===== config.mk =====
export PLATFORM = sky130hd
export DESIGN_NAME = alu_issue_stage
export DESIGN_NICKNAME = d
export VERILOG_FILES = /design/src/rtl/alu_pkg.sv /design/src/rtl/alu_op_decode.sv /design/src/rtl/alu_issue_stage.sv
export SDC_FILE = /design/constraint.sdc
export NUM_CORES = 1
export LEC_CHECK = 0
export CORE_MARGIN = 2
export CORE_UTILIZATION = 51
export CTS_BUF_LIST = sky130_fd_sc_hd__clkbuf_2
export DETAILED_ROUTE_END_ITERATION = 7
export GPL_TIMING_DRIVEN = 0
export PLACE_DENSITY = 0.9
export RECOVER_POWER = 100
export SLEW_MARGIN = 20
export SYNTH_ARGS = -nofsm -noshare
export SYNTH_HDL_FRONTEND = slang
export SYNTH_SLANG_ARGS = --single-unit

===== constraint.sdc =====
create_clock -name clk -period 2.3 [get_ports clk]
set_clock_uncertainty 0.2 [all_clocks]
set_input_delay 0.23 -clock clk [delete_from_list [all_inputs] [get_ports clk]]
set_output_delay 0.23 -clock clk [all_outputs]
set_load 0.02 [all_outputs]

===== src/rtl/alu_pkg.sv =====
// Shared encodings for the ALU issue stage: instruction fields, opcodes,
// ALU command codes and the decoded-opcode record.
package alu_pkg;

  localparam int unsigned INSTR_W = 32;
  localparam int unsigned OP_W    = 4;
  localparam int unsigned CMD_W   = 4;
  localparam int unsigned IMM_W   = 18;

  // Instruction field bit positions
  localparam int unsigned OP_MSB  = 31;
  localparam int unsigned OP_LSB  = 28;
  localparam int unsigned RD_MSB  = 27;
  localparam int unsigned RD_LSB  = 23;
  localparam int unsigned RS1_MSB = 22;
  localparam int unsigned RS1_LSB = 18;
  localparam int unsigned RS2_MSB = 17;
  localparam int unsigned RS2_LSB = 13;
  localparam int unsigned IMM_MSB = 17;

  // Opcodes
  localparam logic [OP_W-1:0] OP_ADD  = 4'h0;
  localparam logic [OP_W-1:0] OP_SUB  = 4'h1;
  localparam logic [OP_W-1:0] OP_AND  = 4'h2;
  localparam logic [OP_W-1:0] OP_OR   = 4'h3;
  localparam logic [OP_W-1:0] OP_NOR  = 4'h4;
  localparam logic [OP_W-1:0] OP_XOR  = 4'h5;
  localparam logic [OP_W-1:0] OP_SLL  = 4'h6;
  localparam logic [OP_W-1:0] OP_SRA  = 4'h7;
  localparam logic [OP_W-1:0] OP_SRL  = 4'h8;
  localparam logic [OP_W-1:0] OP_ADDI = 4'h9;
  localparam logic [OP_W-1:0] OP_NOP  = 4'hA;

  // ALU command encodings
  localparam logic [CMD_W-1:0] CMD_ADD = 4'b0000;
  localparam logic [CMD_W-1:0] CMD_SUB = 4'b0010;
  localparam logic [CMD_W-1:0] CMD_AND = 4'b0100;
  localparam logic [CMD_W-1:0] CMD_OR  = 4'b0101;
  localparam logic [CMD_W-1:0] CMD_NOR = 4'b0110;
  localparam logic [CMD_W-1:0] CMD_XOR = 4'b0111;
  localparam logic [CMD_W-1:0] CMD_SLL = 4'b1000;
  localparam logic [CMD_W-1:0] CMD_SRA = 4'b1001;
  localparam logic [CMD_W-1:0] CMD_SRL = 4'b1010;

  // Decoded opcode: nop forces both operands to zero
  typedef struct packed {
    logic [CMD_W-1:0] cmd;
    logic             use_imm;
    logic             wb_en;
    logic             nop;
    logic             illegal;
  } dec_t;

endpackage


===== src/rtl/alu_op_decode.sv =====
// Combinational opcode decoder: opcode -> {cmd, use_imm, wb_en, nop, illegal}.
module alu_op_decode
  import alu_pkg::*;
(
  input  logic [OP_W-1:0] op,
  output dec_t            dec
);

  // Opcode lookup; unlisted opcodes are flagged illegal with a harmless NOP shape
  always_comb begin
    dec         = '0;
    dec.wb_en   = 1'b1;
    case (op)
      OP_ADD:  dec.cmd = CMD_ADD;
      OP_SUB:  dec.cmd = CMD_SUB;
      OP_AND:  dec.cmd = CMD_AND;
      OP_OR:   dec.cmd = CMD_OR;
      OP_NOR:  dec.cmd = CMD_NOR;
      OP_XOR:  dec.cmd = CMD_XOR;
      OP_SLL:  dec.cmd = CMD_SLL;
      OP_SRA:  dec.cmd = CMD_SRA;
      OP_SRL:  dec.cmd = CMD_SRL;
      OP_ADDI: begin
        dec.cmd     = CMD_ADD;
        dec.use_imm = 1'b1;
      end
      OP_NOP: begin
        dec.wb_en = 1'b0;
        dec.nop   = 1'b1;
      end
      default: begin
        dec.wb_en   = 1'b0;
        dec.illegal = 1'b1;
      end
    endcase
  end

endmodule


===== src/rtl/alu_issue_stage.sv =====
// Decode/issue stage feeding the ALU command interface. An output register
// plus one skid register keep in_ready driven straight from a flop.
// Optional macro ALU_ISSUE_ILLEGAL_TRAP_EN: drop illegal opcodes and report
// them on illegal_err/illegal_instr; otherwise they issue as NOP.
module alu_issue_stage
  import alu_pkg::*;
#(
  parameter int unsigned DATA_W = 32,
  parameter int unsigned REG_AW = 5,
  parameter int unsigned CNT_W  = 32
) (
  input  logic               clk,
  input  logic               rst_n,
  input  logic               in_valid,
  output logic               in_ready,
  input  logic [INSTR_W-1:0] instr,
  output logic [REG_AW-1:0]  rs1_addr,
  output logic [REG_AW-1:0]  rs2_addr,
  input  logic [DATA_W-1:0]  rs1_data,
  input  logic [DATA_W-1:0]  rs2_data,
  input  logic               flush,
  output logic               ex_valid,
  input  logic               ex_ready,
  output logic [CMD_W-1:0]   ex_cmd,
  output logic [DATA_W-1:0]  ex_in1,
  output logic [DATA_W-1:0]  ex_in2,
  output logic [REG_AW-1:0]  ex_rd,
  output logic               ex_wb_en,
  output logic [CNT_W-1:0]   issued_cnt
`ifdef ALU_ISSUE_ILLEGAL_TRAP_EN
  ,
  output logic               illegal_err,
  output logic [INSTR_W-1:0] illegal_instr
`endif
);

  localparam int unsigned BW = CMD_W + 2 * DATA_W + REG_AW + 1;

  dec_t              dec_c;
  logic              accept_c;
  logic              load_c;
  logic              zero_ops_c;
  logic [DATA_W-1:0] imm_c;
  logic [DATA_W-1:0] op1_c;
  logic [DATA_W-1:0] op2_c;
  logic [BW-1:0]     in_bundle_c;

  logic [BW-1:0]     out_q, out_d;
  logic [BW-1:0]     skid_q, skid_d;
  logic              out_v_q, out_v_d;
  logic              skid_v_q, skid_v_d;
  logic              in_ready_q, in_ready_d;
  logic [CNT_W-1:0]  cnt_q, cnt_d;
`ifdef ALU_ISSUE_ILLEGAL_TRAP_EN
  logic               illegal_err_q, illegal_err_d;
  logic [INSTR_W-1:0] illegal_instr_q, illegal_instr_d;
`endif

  assign rs1_addr = REG_AW'(instr[RS1_MSB:RS1_LSB]);
  assign rs2_addr = REG_AW'(instr[RS2_MSB:RS2_LSB]);

  alu_op_decode u_dec (
    .op  (instr[OP_MSB:OP_LSB]),
    .dec (dec_c)
  );

  // Operand selection and bundle assembly for the incoming instruction
  always_comb begin
    accept_c = in_valid && in_ready_q && !flush;
`ifdef ALU_ISSUE_ILLEGAL_TRAP_EN
    zero_ops_c = dec_c.nop;
    load_c     = accept_c && !dec_c.illegal;
`else
    zero_ops_c = dec_c.nop || dec_c.illegal;
    load_c     = accept_c;
`endif
    imm_c = {{(DATA_W - IMM_W){instr[IMM_MSB]}}, instr[IMM_MSB:0]};
    op1_c = zero_ops_c ? '0 : rs1_data;
    op2_c = zero_ops_c ? '0 : (dec_c.use_imm ? imm_c : rs2_data);
    in_bundle_c = {dec_c.cmd, op1_c, op2_c, REG_AW'(instr[RD_MSB:RD_LSB]), dec_c.wb_en};
  end

  // Next-state for OUT/SKID, ready flop, counter and trap status
  always_comb begin
    out_d    = out_q;
    skid_d   = skid_q;
    out_v_d  = out_v_q;
    skid_v_d = skid_v_q;
    cnt_d    = cnt_q;
    if (out_v_q && ex_ready && !flush) begin
      cnt_d = cnt_q + CNT_W'(1);
    end
    if (flush) begin
      out_v_d  = 1'b0;
      skid_v_d = 1'b0;
    end else if (!out_v_q || ex_ready) begin
      if (skid_v_q) begin
        out_d    = skid_q;
        out_v_d  = 1'b1;
        skid_v_d = load_c;
        if (load_c) begin
          skid_d = in_bundle_c;
        end
      end else begin
        out_v_d = load_c;
        if (load_c) begin
          out_d = in_bundle_c;
        end
      end
    end else if (load_c) begin
      skid_d   = in_bundle_c;
      skid_v_d = 1'b1;
    end
    in_ready_d = !skid_v_d;
`ifdef ALU_ISSUE_ILLEGAL_TRAP_EN
    illegal_err_d   = illegal_err_q;
    illegal_instr_d = illegal_instr_q;
    if (accept_c && dec_c.illegal && !illegal_err_q) begin
      illegal_err_d   = 1'b1;
      illegal_instr_d = instr;
    end
`endif
  end

  // State registers
  always_ff @(posedge clk or negedge rst_n) begin
    if (!rst_n) begin
      out_q      <= '0;
      skid_q     <= '0;
      out_v_q    <= 1'b0;
      skid_v_q   <= 1'b0;
      in_ready_q <= 1'b1;
      cnt_q      <= '0;
`ifdef ALU_ISSUE_ILLEGAL_TRAP_EN
      illegal_err_q   <= 1'b0;
      illegal_instr_q <= '0;
`endif
    end else begin
      out_q      <= out_d;
      skid_q     <= skid_d;
      out_v_q    <= out_v_d;
      skid_v_q   <= skid_v_d;
      in_ready_q <= in_ready_d;
      cnt_q      <= cnt_d;
`ifdef ALU_ISSUE_ILLEGAL_TRAP_EN
      illegal_err_q   <= illegal_err_d;
      illegal_instr_q <= illegal_instr_d;
`endif
    end
  end

  assign in_ready   = in_ready_q;
  assign ex_valid   = out_v_q;
  assign {ex_cmd, ex_in1, ex_in2, ex_rd, ex_wb_en} = out_q;
  assign issued_cnt = cnt_q;
`ifdef ALU_ISSUE_ILLEGAL_TRAP_EN
  assign illegal_err   = illegal_err_q;
  assign illegal_instr = illegal_instr_q;
`endif

endmodule


==> summary.md <==
| Metric | Value |
|---|---|
| Status | `finished clean` |
| Layout area overhead | `31.05%` |
| Worst Setup End Kind | `flip-flop` |
| IO Port Bufs | `between 200 and 250` |
| Final setup viols | `0` |
| Antenna violations before repair | `0` |
| TritonCTS clock tree | `done` |
| Crit-path max FO | `10` |
| Total gr overflow | `0` |
| H-Tree Depth | `4` |
| CP Launch Type | `input port` |
| Cells after synthesis | `833` |
| DR iter-0 viols | `around 500` |
| Power density cells | `around 700 mW/mm^2` |
| CTS buffer count | `17` |
| Die W | `133.0 um` |
| Row cnt | `47` |
| Die extent in y | `133.0 um` |
| Final Cycle Share | `98.72%` |
| Hold path depth | `4` |
| Netlist cell types | `47` |
| # DRC | `0` |
| IO Pins | `219` |
| Pleak | `4.871 nW` |
| Pre-antenna DRT Iters | `5` |
| Largest net degree at the start of global routing | `between 90 and 100` |
| Core footprint | `0.01641 sq mm` |
| Via-per-instance ratio | `about 5.6` |
| Synth Register Bits | `183` |
| Worst min path class | `in2reg` |
| Final worst slack | `slightly below 0.03 ns` |
| Slew @ Worst Pin | `1.268 ns` |
| Grt met3 use | `7.011%` |
| Die ar. | `0.01769 sq mm` |
| Final Routed Wirelength | `between 20000 and 25000 um` |
| Compound-Gate Fraction of Synth Area | `14.34%` |
| Crit path DAT | `approximately 2.8 ns` |
| Post-DP HPWL | `about 16000 um` |
| Worst-skew pair later-pin latency | `slightly below 0.8 ns` |
| Total power | `between 7 and 8 mW` |
| Area share of and/or/nand/nor cells after synthesis | `16.90%` |
| Net Count, Synth | `935` |
| Final Max Slew Viols | `0` |
| Share of layout cells above drive strength 1 | `12.93%` |
| Synth Cell Area | `between 0.008 and 0.009 sq mm` |
| Worst endpoint required time | `2.80 ns` |
| Avg WL per Cell | `17.73 um` |
| Register area share after synthesis | `53.96%` |
| Number of synthesis warnings | `0` |
| First-pass GRT wire length | `around 38000 um` |
| Post-synthesis xor/xnor area fraction | `3.301%` |
| Post-Place Cell Area | `0.01092 sq mm` |
| Max Freq | `0.4404 GHz` |
| Non-Filler Instances | `1349` |
| Clock transition at path regs | `0.26 ns` |
| VDD IR max | `0.3485 mV` |
| CTS root buf | `clkbuf_2` |
| Met2 GRT Util | `46.80%` |
| Adder-Cell Fraction of Synth Area | `0.1474%` |
| Top Usage Layer GRT | `met2` |
| GR Util met1 | `33.22%` |
| Total GRT Usage | `between 20% and 30%` |
| Avg Cell Area, Syn | `10.19 sq um` |
| Remaining antenna violation count | `0` |
| Clock buffer depth | `2` |
| Antenna diodes | `0` |
| GPL Wtd Cong | `around 0.83` |
| Critical path class | `in2reg` |
| FF-to-FF path depth | `6` |
| Post-route design area | `around 0.011 sq mm` |
| Vias post-DR | `7492` |
| Setup_tns | `0 ns` |
| Fin crit period | `between 2 and 2.5 ns` |
| Post-layout nets | `1218` |
| Slew HR | `15.47%` |
| Post-synthesis mux area share | `6.352%` |
| Initial core utilization | `between 50% and 60%` |
| Final Hold Fails | `0` |
| Dpl cells | `1266` |
| CTS Sinks | `183` |
| Vias in the first global route | `7591` |
| Max-cap violations | `0` |
| Largest family of logic cells by synthesized area | `simple AND/OR/NAND/NOR gates` |
| Dpl ws | `-0.1765 ns` |
==> logic make-up (layout without fill, tap and decap cells) <==
logic type | Yosys count | in the layout
AND/OR/NAND/NOR | 303 | 303
AO/OA/AOI/OAI | 185 | 185
flip-flops | 183 | 183
buffers and inverters | 82 | 378
multiplexers | 47 | 47
XOR/XNOR | 32 | 32
adder cells (fa/ha/maj) | 1 | 1
==> repair_timing <==
action / CTS / global route
setup endpoints to repair: 36 / 132
resized for setup: 27 / 79
hold endpoints to repair: 268 / 0
pin swaps: 0 / 1
buffers inserted: 11 / 1
hold buffers: 41 / 0
==> cell usage after synthesis (all sizes together) <==
| library cell | instances | share of area [%] |
|---|---|---|
| nor4 | 3 | 0.57 |
| nand3 | 40 | 2.4 |
| o21ai | 78 | 4.6 |
| nand3b | 1 | 0.24 |
| buf | 49 | 3.5 |
| ha | 1 | 0.15 |
| mux2i | 7 | 0.83 |
| nand2 | 212 | 9.4 |
| a32o | 1 | 0.12 |
| nor4b | 2 | 0.21 |
| or3b | 1 | 0.10 |
| xnor2 | 26 | 2.7 |
| a211oi | 2 | 0.18 |
| nand4b | 3 | 0.46 |
| and4bb | 1 | 0.15 |
| and3 | 7 | 0.52 |
| nor2 | 3 | 0.13 |
| o31ai | 1 | 0.088 |
| and4 | 5 | 0.52 |
| nor3 | 6 | 0.49 |
| dfrtp | 182 | 54 |
| clkbuf | 27 | 1.2 |
| o2111ai | 1 | 0.31 |
| xor2 | 6 | 0.62 |
| o41ai | 1 | 0.19 |
| a21oi | 4 | 0.24 |
| o211ai | 63 | 5.6 |
| dfstp | 1 | 0.31 |
| o21a | 34 | 3.0 |
| inv | 6 | 0.27 |
| nor2b | 4 | 0.38 |
| or3 | 1 | 0.074 |
| mux2 | 40 | 5.5 |
| nand2b | 2 | 0.15 |
| nand4 | 10 | 0.96 |
| nor4bb | 2 | 0.24 |
==> stage by stage <==
step | hold slack, ns | util, %
2_1_floorplan | -0.2656 | -
3_3_place_gp | 0.2605 | 66.35
3_5_place_dp | 0.08921 | 66.55
4_1_cts | 0.01249 | 70.84
5_1_grt | 0.01511 | 67.81
6_report | 0.05880 | 67.81
==> final timing paths <==
check	slack [ns]	from	endpoint
min in group asynchronous	0.57	rst_n	out_q[47]$_DFFE_PN0P_
setup / recovery	0.03	flush	issued_cnt[20]$_DFFE_PN0P_
max in group asynchronous	0.23	rst_n	out_q[0]$_DFFE_PN0P_
hold / removal	0.06	rs2_data[30]	skid_q[36]$_DFFE_PN0P_
setup reg to reg	0.08	ex_valid$_DFFE_PN0P_	skid_q[1]$_DFFE_PN0P_
hold reg to reg	0.31	out_q[72]$_DFFE_PN0P_	out_q[72]$_DFFE_PN0P_
==> worst max-delay path, cell delays in order <==
cell and delay, ns:
dlygate4sd3_1 0.54, dlygate4sd3_1 0.66, nand4b_1 0.33, nor4_1 0.48, buf_6 0.22, nand4_2 0.12, xnor2_1 0.18
==> routing by layer <==
layer	share of wire [%]	vias up	wire length, um
met5	0	-	0
met4	2.6	0	625
met3	6.9	49	1662
li1	-	3449	-
met1	40	3679	9524
met2	51	315	12110
==> registers in the layout (all words and copies together), names as in the netlist <==
| register | flops |
|---|---|
| out_q | 74 |
| skid_q | 74 |
| issued_cnt | 32 |
| ex_valid | 1 |
| in_ready | 1 |
| skid_v_q | 1 |
==> report_power, final <==
group          leakage (nW)  internal, mW  switching (mW)  total, mW
Clock                 0.140         0.503            1.15       1.65
Sequential             2.34          3.80           0.346       4.14
Combinational          2.39         0.817            1.15       1.97
==> area by class of cell <==
class,instances,area [sq um]
Inverter,6,22.52
Fill cell,1278,5281
Clock inverter,15,153.9
Tap cell,220,275.3
Clock buffer,17,85.08
Multi-Input combinational cell,568,3451
Buffer,74,395.4
Sequential cell,183,4583
Timing Repair Buffer,266,2160
==> placed cells by master (no fill, tap or decap), types with 3 or more instances in the layout <==
cell type and instances:
o211ai_1 63, xnor2_1 26, nand4_1 7, xor2_1 6, buf_6 3, mux2i_1 7, dlygate4sd2_1 25, clkbuf_1 99
o21a_1 34, and3_1 7, nor2_1 3, clkbuf_2 20, inv_1 6, dfrtp_1 180, nand4_2 3, mux2_4 5
nor3_1 5, o21ai_1 3, clkinv_4 5, buf_2 25, dlygate4sd3_1 52, nand3_1 40, a21oi_1 4, buf_1 3
clkdlybuf4s50_1 100, buf_4 27, and4_1 5, nor2b_1 3, o21ai_0 74, mux2_2 35, nand2_1 212
(Power assumes the default switching activity.)
